File: config.mk
export PLATFORM = sky130hd
export DESIGN_NAME = lcd_pixel_source
export DESIGN_NICKNAME = d
export VERILOG_FILES = /design/src/rtl/lcd_pixel_source.sv
export SDC_FILE = /design/constraint.sdc
export NUM_CORES = 1
export LEC_CHECK = 0
export ABC_AREA = 1
export CAP_MARGIN = 25
export CORE_MARGIN = 5
export CORE_UTILIZATION = 55
export DETAILED_ROUTE_END_ITERATION = 8
export PLACE_DENSITY = 0.84
export REMOVE_ABC_BUFFERS = 1
export SLEW_MARGIN = 30
export SYNTH_ARGS = -nofsm -noshare
export SYNTH_HDL_FRONTEND = slang
export SYNTH_SLANG_ARGS = --single-unit
File: constraint.sdc
create_clock -name i_clk -period 3.5 [get_ports i_clk]
set_clock_uncertainty 0.1 [all_clocks]
set_input_delay 0.7 -clock i_clk [delete_from_list [all_inputs] [get_ports i_clk]]
set_output_delay 0.7 -clock i_clk [all_outputs]
set_load 0.005 [all_outputs]
File: src/rtl/lcd_pixel_source.sv
// RGB565 test-pattern frame source for the ILI9341 8080-bus writer (valid/ready stream).
// Optional macro LCD_TE_SYNC_EN: align each frame start to a rising edge of the panel TE pin.
module lcd_pixel_source #(
   parameter int H_RES   = 320,
   parameter int V_RES   = 240,
   parameter int BAR_W   = 40,
   parameter int GRID_SH = 4
) (
   input  logic        i_clk,
   input  logic        i_reset,
   input  logic        i_lcd_fmark,
   input  logic        i_enable,
   input  logic [1:0]  i_pattern,
   input  logic [15:0] i_color,
   output logic [15:0] o_pix_data,
   output logic        o_pix_valid,
   input  logic        i_pix_ready,
   output logic        o_pix_sof,
   output logic        o_pix_eol,
   output logic        o_frame_done,
   output logic        o_busy
);
   localparam int XW = (H_RES > 1) ? $clog2(H_RES) : 1;
   localparam int YW = (V_RES > 1) ? $clog2(V_RES) : 1;
   localparam int BW = (BAR_W > 1) ? $clog2(BAR_W) : 1;

   typedef enum logic [1:0] {S_IDLE = 2'd0, S_WAIT_TE = 2'd1, S_STREAM = 2'd2, S_DONE = 2'd3} state_t;

   state_t          r_state;
   logic [XW-1:0]   r_x;
   logic [YW-1:0]   r_y;
   logic [BW-1:0]   r_bar_cnt;
   logic [3:0]      r_bar_k;
   logic [1:0]      r_pattern;
   logic [15:0]     r_color;

   logic [XW-1:0]   w_nx;
   logic [YW-1:0]   w_ny;
   logic [BW-1:0]   w_ncnt;
   logic [3:0]      w_nk;
   logic            w_last;
   logic            w_eol_next;
   logic            w_te_go;

   // Bar index k is tracked incrementally and saturates at 8 (black region past the bars).
   function automatic logic [15:0] f_pixel(input logic [1:0] pat, input logic [15:0] color,
                                           input logic [XW-1:0] x, input logic [YW-1:0] y,
                                           input logic [3:0] k);
      logic [15:0] pix;
      logic [4:0]  x_hi;
      logic [5:0]  y_hi;
      x_hi = 5'(x >> 4);
      y_hi = 6'(y >> 2);
      case (pat)
         2'd0: pix = color;
         2'd1: begin
            case (k)
               4'd0:    pix = 16'hFFFF;
               4'd1:    pix = 16'hFFE0;
               4'd2:    pix = 16'h07FF;
               4'd3:    pix = 16'h07E0;
               4'd4:    pix = 16'hF81F;
               4'd5:    pix = 16'hF800;
               4'd6:    pix = 16'h001F;
               default: pix = 16'h0000;
            endcase
         end
         2'd2: begin
            if (y[GRID_SH-1:0] == '0)      pix = 16'h001F;
            else if (x[GRID_SH-1:0] == '0) pix = 16'h07E0;
            else                           pix = 16'h0000;
         end
         default: pix = {x_hi, y_hi, x_hi};
      endcase
      return pix;
   endfunction

`ifdef LCD_TE_SYNC_EN
   logic r_te_s1, r_te_s2, r_te_prev, r_te_rise;

   always_ff @(posedge i_clk) begin
      if (i_reset) begin
         r_te_s1   <= 1'b0;
         r_te_s2   <= 1'b0;
         r_te_prev <= 1'b0;
         r_te_rise <= 1'b0;
      end else begin
         r_te_s1   <= i_lcd_fmark;
         r_te_s2   <= r_te_s1;
         r_te_prev <= r_te_s2;
         r_te_rise <= r_te_s2 & ~r_te_prev;
      end
   end
   assign w_te_go = r_te_rise;
`else
   logic w_unused_fmark;
   assign w_unused_fmark = i_lcd_fmark;
   assign w_te_go        = 1'b1;
`endif

   // Position of the pixel that follows the one currently presented.
   always_comb begin
      w_nx       = '0;
      w_ny       = r_y;
      w_ncnt     = '0;
      w_nk       = 4'd0;
      w_last     = (r_x == XW'(H_RES - 1)) && (r_y == YW'(V_RES - 1));
      if (r_x == XW'(H_RES - 1)) begin
         w_ny = r_y + YW'(1);
      end else begin
         w_nx = r_x + XW'(1);
         if (r_bar_cnt == BW'(BAR_W - 1)) begin
            w_nk = (r_bar_k == 4'd8) ? 4'd8 : r_bar_k + 4'd1;
         end else begin
            w_ncnt = r_bar_cnt + BW'(1);
            w_nk   = r_bar_k;
         end
      end
      w_eol_next = (w_nx == XW'(H_RES - 1));
   end

   always_ff @(posedge i_clk) begin
      if (i_reset) begin
         r_state      <= S_IDLE;
         r_x          <= '0;
         r_y          <= '0;
         r_bar_cnt    <= '0;
         r_bar_k      <= 4'd0;
         r_pattern    <= 2'd0;
         r_color      <= 16'h0000;
         o_pix_data   <= 16'h0000;
         o_pix_valid  <= 1'b0;
         o_pix_sof    <= 1'b0;
         o_pix_eol    <= 1'b0;
         o_frame_done <= 1'b0;
         o_busy       <= 1'b0;
      end else begin
         o_frame_done <= 1'b0;
         case (r_state)
            S_IDLE: begin
               if (i_enable) begin
                  r_state <= S_WAIT_TE;
                  o_busy  <= 1'b1;
               end
            end
            S_WAIT_TE: begin
               if (w_te_go) begin
                  r_state     <= S_STREAM;
                  r_pattern   <= i_pattern;
                  r_color     <= i_color;
                  r_x         <= '0;
                  r_y         <= '0;
                  r_bar_cnt   <= '0;
                  r_bar_k     <= 4'd0;
                  o_pix_data  <= f_pixel(i_pattern, i_color, '0, '0, 4'd0);
                  o_pix_valid <= 1'b1;
                  o_pix_sof   <= 1'b1;
                  o_pix_eol   <= (H_RES == 1);
               end
            end
            S_STREAM: begin
               if (i_pix_ready) begin
                  if (w_last) begin
                     r_state      <= S_DONE;
                     r_x          <= '0;
                     r_y          <= '0;
                     o_pix_valid  <= 1'b0;
                     o_pix_sof    <= 1'b0;
                     o_pix_eol    <= 1'b0;
                     o_pix_data   <= 16'h0000;
                     o_frame_done <= 1'b1;
                     o_busy       <= 1'b0;
                  end else begin
                     r_x        <= w_nx;
                     r_y        <= w_ny;
                     r_bar_cnt  <= w_ncnt;
                     r_bar_k    <= w_nk;
                     o_pix_data <= f_pixel(r_pattern, r_color, w_nx, w_ny, w_nk);
                     o_pix_sof  <= 1'b0;
                     o_pix_eol  <= w_eol_next;
                  end
               end
            end
            S_DONE: begin
               r_state <= i_enable ? S_WAIT_TE : S_IDLE;
               o_busy  <= i_enable;
            end
            default: begin
               r_state <= S_IDLE;
               o_busy  <= 1'b0;
            end
         endcase
      end
   end
endmodule

==> summary.txt, run 1 <==
Synthesis
  – Register bit total from synthesis: 68
  – Cell Area, Synth: ~3900 sq um
  – Cells after Synth: about 560
  – Syn. warnings: 0
  – Synthesized area per cell: approximately 6.9 sq um
  – Number of library cell types mapped by synthesis: 38
  – Post-synthesis sequential area ratio: a little over a third

Power
  – Sequential power share: roughly 37%
  – Gate power share: about a third
  – Clock power share: between 20% and 30%
  – Total power: 0.002823 W
  – Sw frac: between 30% and 40%
  – Max VDD drop: between 0.4 and 0.5 mV
  – NetSw: between 0.001 and 0.0015 W
  – Static Leak: 1.963 nW
  – Pint: 0.001810 W
  – Power density over the cells: roughly 610 nW/um^2

Detailed routing
  – Post-DR vias/cell: around 5.7
  – Drt total wl: between 10 and 15 mm
  – ANT nets after route: 0
  – Routed length per instance: around 15 um
  – First-pass DRT Iterations: 6
  – First DRT Iteration DRCs: about 420
  – Routed via count: 4000
  – DRC: 0

Floorplan
  – I/O pin count: between 40 and 50
  – Die H: 93.98 um
  – DIE WIDTH: between 90 and 100 um
  – Rows: 30
  – Starting Density: 56.78%
  – Die ar.: between 8000 and 9000 sq um
  – Core region area: roughly 6800 sq um

Worst hold path
  – Worst hold path type: register to register
  – Hold endpoint: o_pix_eol$_SDFFE_PP0P_
  – Hold Crit Depth: 2
  – Hold path start: o_pix_eol$_SDFFE_PP0P_

Worst setup path
  – CP Class: register to register
  – R2R setup slack: just over 0.6 ns
  – WP data arrival: roughly 3 ns
  – CP startpoint kind: register
  – Worst Reg-to-Reg Cells: 9
  – Worst Setup SP: r_state[0]$_SDFFE_PP0P_
  – RR Endpoint: r_y[6]$_SDFFE_PP0P_
  – Worst-path fanout max: 14
  – Crit path required time: between 3 and 4 ns
  – FF-to-FF Start: r_state[0]$_SDFFE_PP0P_
  – Setup crit end kind: register

Timing
  – Min Hold Slack: between 0.3 and 0.4 ns
  – Endpoints failing setup: 0
  – Hold Vio Cnt, Final: 0
  – Slew @ Worst Pin: between 0.7 and 0.8 ns
  – Final min period: 2.878 ns
  – Fmax: 347.5 MHz
  – RSZ-0062 raised after global routing: no
  – Max_slew headroom: a little under half
  – Final WS setup: approximately 0.62 ns
  – Slew Viols, Final: 0
  – Setup_tns: 0 ns
  – Period utilization: about 82%

Placed design
  – GP Congestion: slightly below 1
  – Post-DP HPWL: around 7.5 mm
  – Port-buffer cells: 42
  – Pre-CTS WS: 0.1182 ns

Clock network
  – CTS Root Buffer Type: clkbuf_8
  – Post-CTS Repair Setup Buffers: 0
  – Post-CTS sizing: 0
  – Clk slew on worst S/H paths: roughly 0.08 ns
  – H-tree depth: 3
  – CTS Buf Count: 9
  – Clock sink count: 68
  – CTS tree: built
  – Clock Latency Late Sink: between 0.3 and 0.4 ns
  – Post-CTS Hold Buffers: 0
  – Clk buf depth: 2

GRT
  – M1 GR Usage: 32.54%
  – Grt peak-use layer: met2
  – Vias in the first global route: about 3700
  – Met2 usage: 37.91%
  – First-pass GRT wire length: approximately 17 mm
  – Initial antenna violation count: 0
  – Global routing usage on met3: 5.689%
  – GRT Total Usage: 24.42%
  – GRT overflow: 0
  – Largest net degree at the start of global routing: 29

Finish
  – Commonest non-fill, non-tap cells in the layout: nand2_1, a21oi_1, dfxtp_1
  – Layout area overhead: 18.61%
  – Number of fill cells in the layout: 582
  – Fraction of layout cells with a size suffix above 1: under 10%
  – Number of antenna diodes: 0
  – Nets@finish: ~640
  – Commonest non-fill, non-tap cell in the layout: nand2_1

Run status
  – Status: finished clean

Flow run
  – Max-Cap Viols: 0
## cell usage after synthesis (all sizes together)
cell type	n	area, sq um
nand2	106	435.4
a21oi	72	360.4
dfxtp	68	1361
inv	68	255.3
nor2	62	277.8
o21ai	52	260.2
nand3	50	275.3
clkbuf	16	60.06
ha	15	187.7
o22ai	10	62.56
nand4	9	71.32
buf	6	42.54
or2	5	31.28
o31ai	4	30.03
xor2	4	35.03
a31oi	2	18.77
nor3	2	10.01
xnor2	2	17.52
a22o	1	8.760
a22oi	1	7.510
nand3b	1	7.510
nor3b	1	12.51
nor4b	1	8.760
o211a	1	10.01
o211ai	1	7.510
o21a	1	7.510
o21bai	1	7.510
o32ai	1	8.760
## registers in the layout, summed over array words and instances, names as in the netlist
register      flops
r_y               8
r_pattern         2
r_bar_cnt         6
o_pix_data       16
o_pix_valid       1
r_x               9
r_bar_k           4
o_frame_done      1
o_pix_eol         1
o_pix_sof         1
r_color          16
o_busy            1
r_state           2
## area by class of cell
cell class                 instances  area [sq um]  area share [%]
multi-input combinational        405          2165           47.05
sequential                        68          1361           29.59
timing repair buffer              46         450.4           9.791
inverter                          68         255.2           5.548
clock buffer                      10         137.6           2.992
tap                               96         120.1           2.611
clock inverter                     6         111.4           2.420
## routing by layer
layer  wire, um  share of wire, %
met1       4564                44
met2       4898                47
met3        727               7.0
met4        261               2.5
met5          0                 0
## power groups by stage
| stage | sequential, W | clock, W | combinational (W) |
|---|---|---|---|
| after global placement | 0.00104 | 0 | 0.000924 |
| after floorplan | 0.00103 | 0 | 0.000596 |
| after global routing | 0.00106 | 0.000856 | 0.00109 |
| after detailed placement | 0.00105 | 0 | 0.000947 |
| final | 0.00104 | 0.000815 | 0.000972 |
| after CTS | 0.00103 | 0.000817 | 0.000957 |
## worst max path at each step
stage / end / slack, ns / cells after the start
after detailed placement: r_y[6]$_SDFFE_PP0P_ / 0.12 / 8
after global placement: r_y[6]$_SDFFE_PP0P_ / 0.25 / 8
after global routing: r_x[8]$_SDFFE_PP0P_ / 0.39 / 9
after floorplan: r_x[5]$_SDFFE_PP0P_ / 0.96 / 9
final: r_y[6]$_SDFFE_PP0P_ / 0.62 / 9
after CTS: r_y[6]$_SDFFE_PP0P_ / 0.29 / 9
## worst max-delay path, cell delays in order (launching register included)
cell and delay [ns]:
dfxtp_1 0.43, inv_1 0.11, ha_1 0.37, nand2_1 0.26, inv_1 0.13, nor2_2 0.52, inv_2 0.27, nor2_4 0.26
inv_2 0.16, o22ai_1 0.19
## through the flow
| stage | instance area [sq um] | instances | utilization [%] |
|---|---|---|---|
| floorplan | 3776 | 541 | - |
| global placement | 4347 | 683 | 63.63 |
| detailed placement | 4347 | 683 | 63.63 |
| CTS | 4596 | 699 | 67.27 |
| global route | 4601 | 699 | 67.34 |
| finish | 4601 | 699 | 67.34 |
## logic make-up after synthesis
family | count (synthesis) | synth area share [%]
and+or+nand+nor | 237 | 29.13
AOI/OAI and AO/OA | 147 | 20.36
buffers and inverters | 90 | 9.226
DFF | 68 | 35.10
adders and majority gates | 15 | 4.839
xor gates and xnor gates | 6 | 1.355
Note: power is estimated with default switching activity, not from simulation.
==> inputs of run 2 (changes only) <==
CORE_UTILIZATION = 51   (was 55)
PLACE_DENSITY = 0.82   (was 0.84)
clock period = 2.5 ns   (was 3.5 ns; I/O delays follow)
==> run 2 against run 1 <==
Compared with the run above:
- maximum frequency grew 25%
- clock power grew 7.1%
- sequential power grew 39%
- combinational power grew 47%
- first-iteration DRC count shrank 18%
- routed wire length grew 2.6%
- global-route usage shrank 1.6 points
- sequential share of layout area shrank 0.056 points
- largest power group unchanged
==> summary.txt, run 2 (synthesis gave the netlist of run 1 again) <==
Worst setup path
  – FF-to-FF Start: r_x[1]$_SDFFE_PP0P_
  – Worst-path fanout max: 20 (+6)
  – R2R setup slack: 0.20 ns (-0.42 ns)
  – Cell Chain, Critical Path: ha_2 > nand3_2 > nor2_4 > nand2_8 > nor2_4 > nand4_4 > nand2_4 > nand2_4 > o21ai_1 > a21oi_1
  – RR Endpoint: r_bar_cnt[1]$_SDFFE_PP0P_
  – CP Capture Point: r_bar_cnt[1]$_SDFFE_PP0P_
  – Crit path required time: 2.64 ns (-1.04 ns)
  – Worst Setup SP: r_x[1]$_SDFFE_PP0P_
  – CP Class: register to register
  – Setup crit end kind: register
  – Worst Reg-to-Reg Cells: 10 (+1)
  – CP max stage delay: 0.41 ns (-0.11 ns)
  – Worst path slowest cell: dfxtp_1
  – CP startpoint kind: register
  – WP data arrival: 2.44 ns (-0.62 ns)

Run status
  – Status: finished clean

Placed design
  – Port-buffer cells: 42 (unchanged)
  – Pre-CTS WS: 0.1039 ns (-0.01430 ns)
  – Post-DP HPWL: 7.709 mm (+3.1%)
  – GP Congestion: 0.8775 (-8.7%)

Detailed routing
  – Routed via count: 4005 (+0.13%)
  – Post-DR vias/cell: 5.641 (-1.4%)
  – First DRT Iteration DRCs: 340 (-18%)
  – ANT nets after route: 0 (unchanged)
  – DRC: 0 (unchanged)
  – Drt total wl: 10.72 mm (+2.6%)
  – First-pass DRT Iterations: 5 (-1)
  – Routed length per instance: 15.10 um (+0.99%)

Timing
  – Slew @ Worst Pin: 0.7104 ns (-0.07973 ns)
  – Period utilization: 92.01% (+9.8 points)
  – Endpoints failing setup: 0 (unchanged)
  – Hold Vio Cnt, Final: 0 (unchanged)
  – RSZ-0062 raised after global routing: no
  – Fmax: 434.7 MHz (+25%)
  – Final min period: 2.300 ns (-0.5777 ns)
  – Max_slew headroom: 52.59% (+5.5 points)
  – Slew Viols, Final: 0 (unchanged)
  – Final WS setup: 0.1997 ns (-0.4223 ns)

Clock network
  – H-tree depth: 3 (unchanged)
  – Post-CTS Hold Buffers: 0 (unchanged)
  – Clk buf depth: 2 (unchanged)
  – CTS tree: built
  – CTS Buf Count: 9 (unchanged)
  – CTS Root Buffer Type: clkbuf_8
  – Clock Latency Late Sink: 0.36 ns (about the same)
  – Clk slew on worst S/H paths: 0.08 ns (about the same)
  – Post-CTS Repair Setup Buffers: 0 (unchanged)
  – Clock sink count: 68 (unchanged)

Finish
  – Top flop regs: o_pix_data: 16 flops, r_color: 16 flops, r_x: 9 flops
  – Commonest non-fill, non-tap cell in the layout: nand2_1
  – Nets@finish: 644 (+1.3%)
  – Layout Utilization: 62.88% (-4.5 points)
  – Number of antenna diodes: 0 (unchanged)
  – Commonest non-fill, non-tap cells in the layout: nand2_1, a21oi_1, dfxtp_1
  – Fraction of layout cells with a size suffix above 1: 10.47% (+1.0 points)
  – Layout area overhead: 18.84%

GRT
  – GRT overflow: 0 (unchanged)
  – GRT Total Usage: 22.87% (-1.6 points)
  – Vias in the first global route: 3785 (+3.3%)
  – Largest net degree at the start of global routing: 29 (unchanged)
  – First-pass GRT wire length: 18.03 mm (+4.3%)
  – Initial antenna violation count: 0 (unchanged)

Power
  – Power density over the cells: 813.4 nW/um^2 (+33%)
  – Pint: 0.002298 W (+27%)
  – Gate power share: 38.1% (+3.7 points)
  – NetSw: 0.001452 W (+43%)
  – Max VDD drop: 0.5825 mV (+25%)
  – Clock power share: 23.3% (-5.6 points)
  – Sw frac: 38.72% (+2.9 points)
  – Sequential power share: 38.6% (+1.9 points)
  – Static Leak: 1.947 nW (-0.80%)

Floorplan
  – Die H: 97.21 um (+3.4%)
  – Rows: 31 (+3.3%)
  – Starting Density: 52.91% (-3.9 points)
  – Core region area: 7331 sq um (+7.3%)
  – I/O pin count: 44 (unchanged)
  – Die ar.: 9450 sq um (+7.0%)
  – DIE WIDTH: 97.21 um (+3.4%)

Flow run
  – Max-Cap Viols: 0 (unchanged)

Worst hold path
  – Worst hold path type: register to register
[run 2: cell types whose count changed in the layout (fill, tap and decap cells not counted), sizes merged]
cell	before	now
clkbuf	10	11
buf	4	12
clkinvlp	1	3
bufinv	3	0
[run 2: repair_timing]
action / in CTS / in global routing
setup endpoints to repair: 0 / 3
gates resized for setup: 0 / 3
endpoints found under the hold margin: 0 / 0
[run 2: cell type report]
cell class | count | area (sq um)
fillers | 621 | 2721
flip-flops and latches | 68 | 1361
well taps | 99 | 123.9
multi-input cells | 405 | 2171
inverters | 68 | 255.2
clock buffers | 11 | 151.4
repair buffers | 54 | 510.5
clock inverters | 5 | 36.28
[run 2: worst max-delay path: cells and delay by family (launching register included)]
kind                     cells  cell delay [ns]
AND/OR/NAND/NOR              7             1.13
AO/OA/AOI/OAI                2             0.28
adder cells (fa/ha/maj)      1             0.25
flip-flops                   1             0.41
[run 2: worst min-delay path by stage]
stage / start / to / cells past startpoint
after floorplan: o_pix_eol$_SDFFE_PP0P_ / o_pix_eol$_SDFFE_PP0P_ / 2
after global placement: o_pix_sof$_SDFFE_PP0P_ / o_pix_sof$_SDFFE_PP0P_ / 2
after detailed placement: o_pix_eol$_SDFFE_PP0P_ / o_pix_eol$_SDFFE_PP0P_ / 2
after CTS: o_pix_eol$_SDFFE_PP0P_ / o_pix_eol$_SDFFE_PP0P_ / 2
after global routing: o_pix_eol$_SDFFE_PP0P_ / o_pix_eol$_SDFFE_PP0P_ / 2
final: o_pix_eol$_SDFFE_PP0P_ / o_pix_eol$_SDFFE_PP0P_ / 2
[run 2: layer usage]
metal	track usage (%)	vias up	share of wire [%]
met4	9.372	0	2.8
li1	-	1960	-
met5	0	-	0
met3	5.599	24	6.1
met2	37.21	160	48
met1	28.99	1861	43
[run 2: per-stage QoR]
step | cell area, sq um | hold slack, ns | instances | TNS (ns) | power, W
after floorplan | 3776 | 0.3459 | 541 | -0.3660 | 0.002279
after global placement | 4410 | 0.3569 | 694 | 0 | 0.002806
after detailed placement | 4410 | 0.3647 | 694 | 0 | 0.002857
after CTS | 4598 | 0.3754 | 710 | 0 | 0.003732
after global routing | 4609 | 0.3924 | 710 | 0 | 0.003991
final | 4609 | 0.3793 | 710 | 0 | 0.003750
[run 2: power by group through the flow]
stage / clock network [W] / logic [W] / registers (W)
final: 0.000873 / 0.00143 / 0.00145
after global routing: 0.000939 / 0.00158 / 0.00148
after CTS: 0.000881 / 0.00141 / 0.00144
after detailed placement: 0 / 0.00139 / 0.00147
after global placement: 0 / 0.00135 / 0.00145
after floorplan: 0 / 0.000834 / 0.00145
==> inputs of run 3 (changes only) <==
CAP_MARGIN = default   (was 25)
CORE_UTILIZATION = 55   (was 51)
PLACE_DENSITY = 0.84   (was 0.82)
clock period = 2.15 ns   (was 2.5 ns; I/O delays follow)
==> run 3 against run 2 <==
Compared with the run above:
- sequential cell count unchanged
- register-to-register slack got worse by 0.10 ns
- clock power is 36% higher
- global-route usage up 4.6 points
- utilization up 7.9 points
- first-iteration DRC count grew 40%
- worst setup slack worse by 0.10 ns
==> summary.txt, run 3 (synthesis gave the netlist of run 1 again) <==
Run status
  – Status: finished clean

Power
  – Sequential power share: 36.4% (-2.2 points)
  – NetSw: 0.001740 W (+20%)
  – Max VDD drop: 0.6356 mV (+9.1%)
  – Gate power share: 38.0% (about the same)
  – Power density over the cells: 963.2 nW/um^2 (+18%)
  – Pint: 0.002914 W (+27%)
  – Sw frac: 37.38% (-1.3 points)
  – Clock power share: 25.6% (+2.3 points)
  – Static Leak: 2.082 nW (+6.9%)

Worst hold path
  – Hold Crit Depth: 2 (unchanged)
  – Worst hold path type: register to register
  – Hold path start: o_pix_eol$_SDFFE_PP0P_
  – Hold endpoint: o_pix_eol$_SDFFE_PP0P_

Finish
  – Fraction of layout cells with a size suffix above 1: 15.15% (+4.7 points)
  – Nets@finish: 660 (+2.5%)
  – Commonest non-fill, non-tap cells in the layout: nand2_1, a21oi_1, dfxtp_1
  – Layout area overhead: 24.58%
  – Top flop regs: o_pix_data: 16 flops, r_color: 16 flops, r_x: 9 flops
  – Non-Filler Instances: 723 (+1.8%)
  – Layout Utilization: 70.73% (+7.9 points)
  – Register area: 1365 sq um (+0.28%)
  – Number of antenna diodes: 0 (unchanged)
  – Area of the multi-input gates: 2228 sq um (+2.7%)
  – Commonest non-fill, non-tap cell in the layout: nand2_1
  – Number of fill cells in the layout: 554 (-11%)

Clock network
  – CTS Buf Count: 9 (unchanged)
  – CTS Root Buffer Type: clkbuf_8
  – Clock Latency Late Sink: 0.35 ns (about the same)
  – Clock sink count: 68 (unchanged)
  – H-tree depth: 3 (unchanged)
  – CTS tree: built
  – Post-CTS Hold Buffers: 0 (unchanged)
  – Clk slew on worst S/H paths: 0.08 ns (about the same)
  – Clk buf depth: 2 (unchanged)

Floorplan
  – Starting Density: 56.78% (+3.9 points)
  – I/O pin count: 44 (unchanged)
  – Core region area: 6832 sq um (-6.8%)
  – Rows: 30 (-3.2%)
  – Die ar.: 8831 sq um (-6.5%)
  – Die H: 93.98 um (-3.3%)
  – DIE WIDTH: 93.98 um (-3.3%)

Worst setup path
  – FF-to-FF Start: r_bar_cnt[0]$_SDFFE_PP0P_
  – Crit path required time: 2.30 ns (-0.34 ns)
  – RR Endpoint: o_pix_data[1]$_SDFFE_PP0P_
  – R2R setup slack: 0.1 ns (-0.10 ns)
  – CP Class: register to register
  – Worst Reg-to-Reg Cells: 10 (unchanged)
  – CP startpoint kind: register
  – Setup crit end kind: register
  – Worst-path fanout max: 7 (-65%)
  – WP data arrival: 2.20 ns (-0.24 ns)

Detailed routing
  – DRC: 0 (unchanged)
  – Routed via count: 4163 (+3.9%)
  – Routed length per instance: 15.80 um (+4.7%)
  – ANT nets after route: 0 (unchanged)
  – First DRT Iteration DRCs: 476 (+40%)
  – First-pass DRT Iterations: 5 (unchanged)
  – Drt total wl: 11.43 mm (+6.6%)
  – Post-DR vias/cell: 5.758 (+2.1%)

Placed design
  – Post-DP HPWL: 8.006 mm (+3.9%)
  – GP Congestion: 0.9191 (+4.7%)
  – DP Cell Count: 703 (+1.3%)
  – Pre-CTS WS: -0.3332 ns (-0.4371 ns)
  – Port-buffer cells: 42 (unchanged)

Timing
  – Endpoints failing setup: 0 (unchanged)
  – Slew Viols, Final: 0 (unchanged)
  – Slew @ Worst Pin: 0.7216 ns (+0.01118 ns)
  – Final min period: 2.050 ns (-0.2499 ns)
  – Max_slew headroom: 51.84% (-0.75 points)
  – Hold Vio Cnt, Final: 0 (unchanged)
  – Fmax: 487.7 MHz (+12%)
  – Final WS setup: 0.09960 ns (-0.1001 ns)
  – Period utilization: 95.37% (+3.4 points)
  – Min Hold Slack: 0.3523 ns (-0.02702 ns)

GRT
  – Initial antenna violation count: 0 (unchanged)
  – First-pass GRT wire length: 19.17 mm (+6.3%)
  – Largest net degree at the start of global routing: 29 (unchanged)
  – GRT Total Usage: 27.44% (+4.6 points)
  – Vias in the first global route: 4003 (+5.8%)
  – GRT overflow: 0 (unchanged)

Flow run
  – Max-Cap Viols: 0 (unchanged)
run 3: changes by cell type in the layout (fill, tap and decap cells not counted), moves of 3 or more:
cell	before	now
buf_4	12	26
dfxtp_1	68	65
dfxtp_2	0	3
nand3_1	45	41
nand3_2	5	9
run 3: cell type report:
| class | count | area share (%) |
|---|---|---|
| sequential | 68 | 28.25 |
| clock inverter | 6 | 1.838 |
| timing repair buffer | 70 | 13.39 |
| inverter | 68 | 5.282 |
| multi-input combinational | 405 | 46.12 |
| tap | 96 | 2.486 |
| clock buffer | 10 | 2.641 |
run 3: worst max path at each step:
stage	from	slack, ns	depth (start not counted)	endpoint
after floorplan	r_state[1]$_SDFFE_PP0P_	-0.39	9	r_x[5]$_SDFFE_PP0P_
after global placement	i_pattern[0]	-0.22	9	o_pix_data[8]$_SDFFE_PP0P_
after detailed placement	i_pattern[1]	-0.33	9	o_pix_data[13]$_SDFFE_PP0P_
after CTS	i_pattern[1]	0.005	9	o_pix_data[13]$_SDFFE_PP0P_
after global routing	r_bar_cnt[0]$_SDFFE_PP0P_	-0.02	10	o_pix_data[1]$_SDFFE_PP0P_
final	r_bar_cnt[0]$_SDFFE_PP0P_	0.1	10	o_pix_data[1]$_SDFFE_PP0P_
run 3: stage by stage:
| stage | TNS (ns) | cell area (sq um) | power, W |
|---|---|---|---|
| final | 0 | 4832 | 0.004654 |
| after global routing | -0.03010 | 4832 | 0.004937 |
| after CTS | 0 | 4720 | 0.004559 |
| after detailed placement | -3.488 | 4497 | 0.003359 |
| after global placement | -2.204 | 4497 | 0.003282 |
| after floorplan | -8.577 | 3776 | 0.002650 |
run 3: timing repair:
action                     4_1_cts  5_1_grt
gates resized for setup          2       19
pin swaps                        0        6
setup endpoints to repair       12       38
buffers inserted                 0        4
hold endpoints to repair         0        0
run 3: power groups by stage:
stage	logic (W)	registers, W	clock network [W]
floorplan	0.000970	0.00168	0
global placement	0.00159	0.00169	0
detailed placement	0.00166	0.00170	0
CTS	0.00169	0.00168	0.00119
global route	0.00196	0.00172	0.00126
finish	0.00177	0.00169	0.00119
run 3: layer usage:
metal	vias to the layer above	share of wire, %	global-route usage (%)
li1	1988	-	-
met5	-	0	0
met4	0	3.7	15.04
met2	209	48	46.13
met3	44	7.2	4.327
met1	1922	41	33.30
run 3: worst max-delay path, cell delays in order (launching register included):
cell and delay, ns:
dfxtp_1 0.37, ha_1 0.18, nand2_1 0.13, nor2_4 0.21, inv_1 0.11, nand2_1 0.12
nand3_2 0.14, nand3_1 0.22, nand3_1 0.13, a21oi_1 0.18, nor2_1 0.06
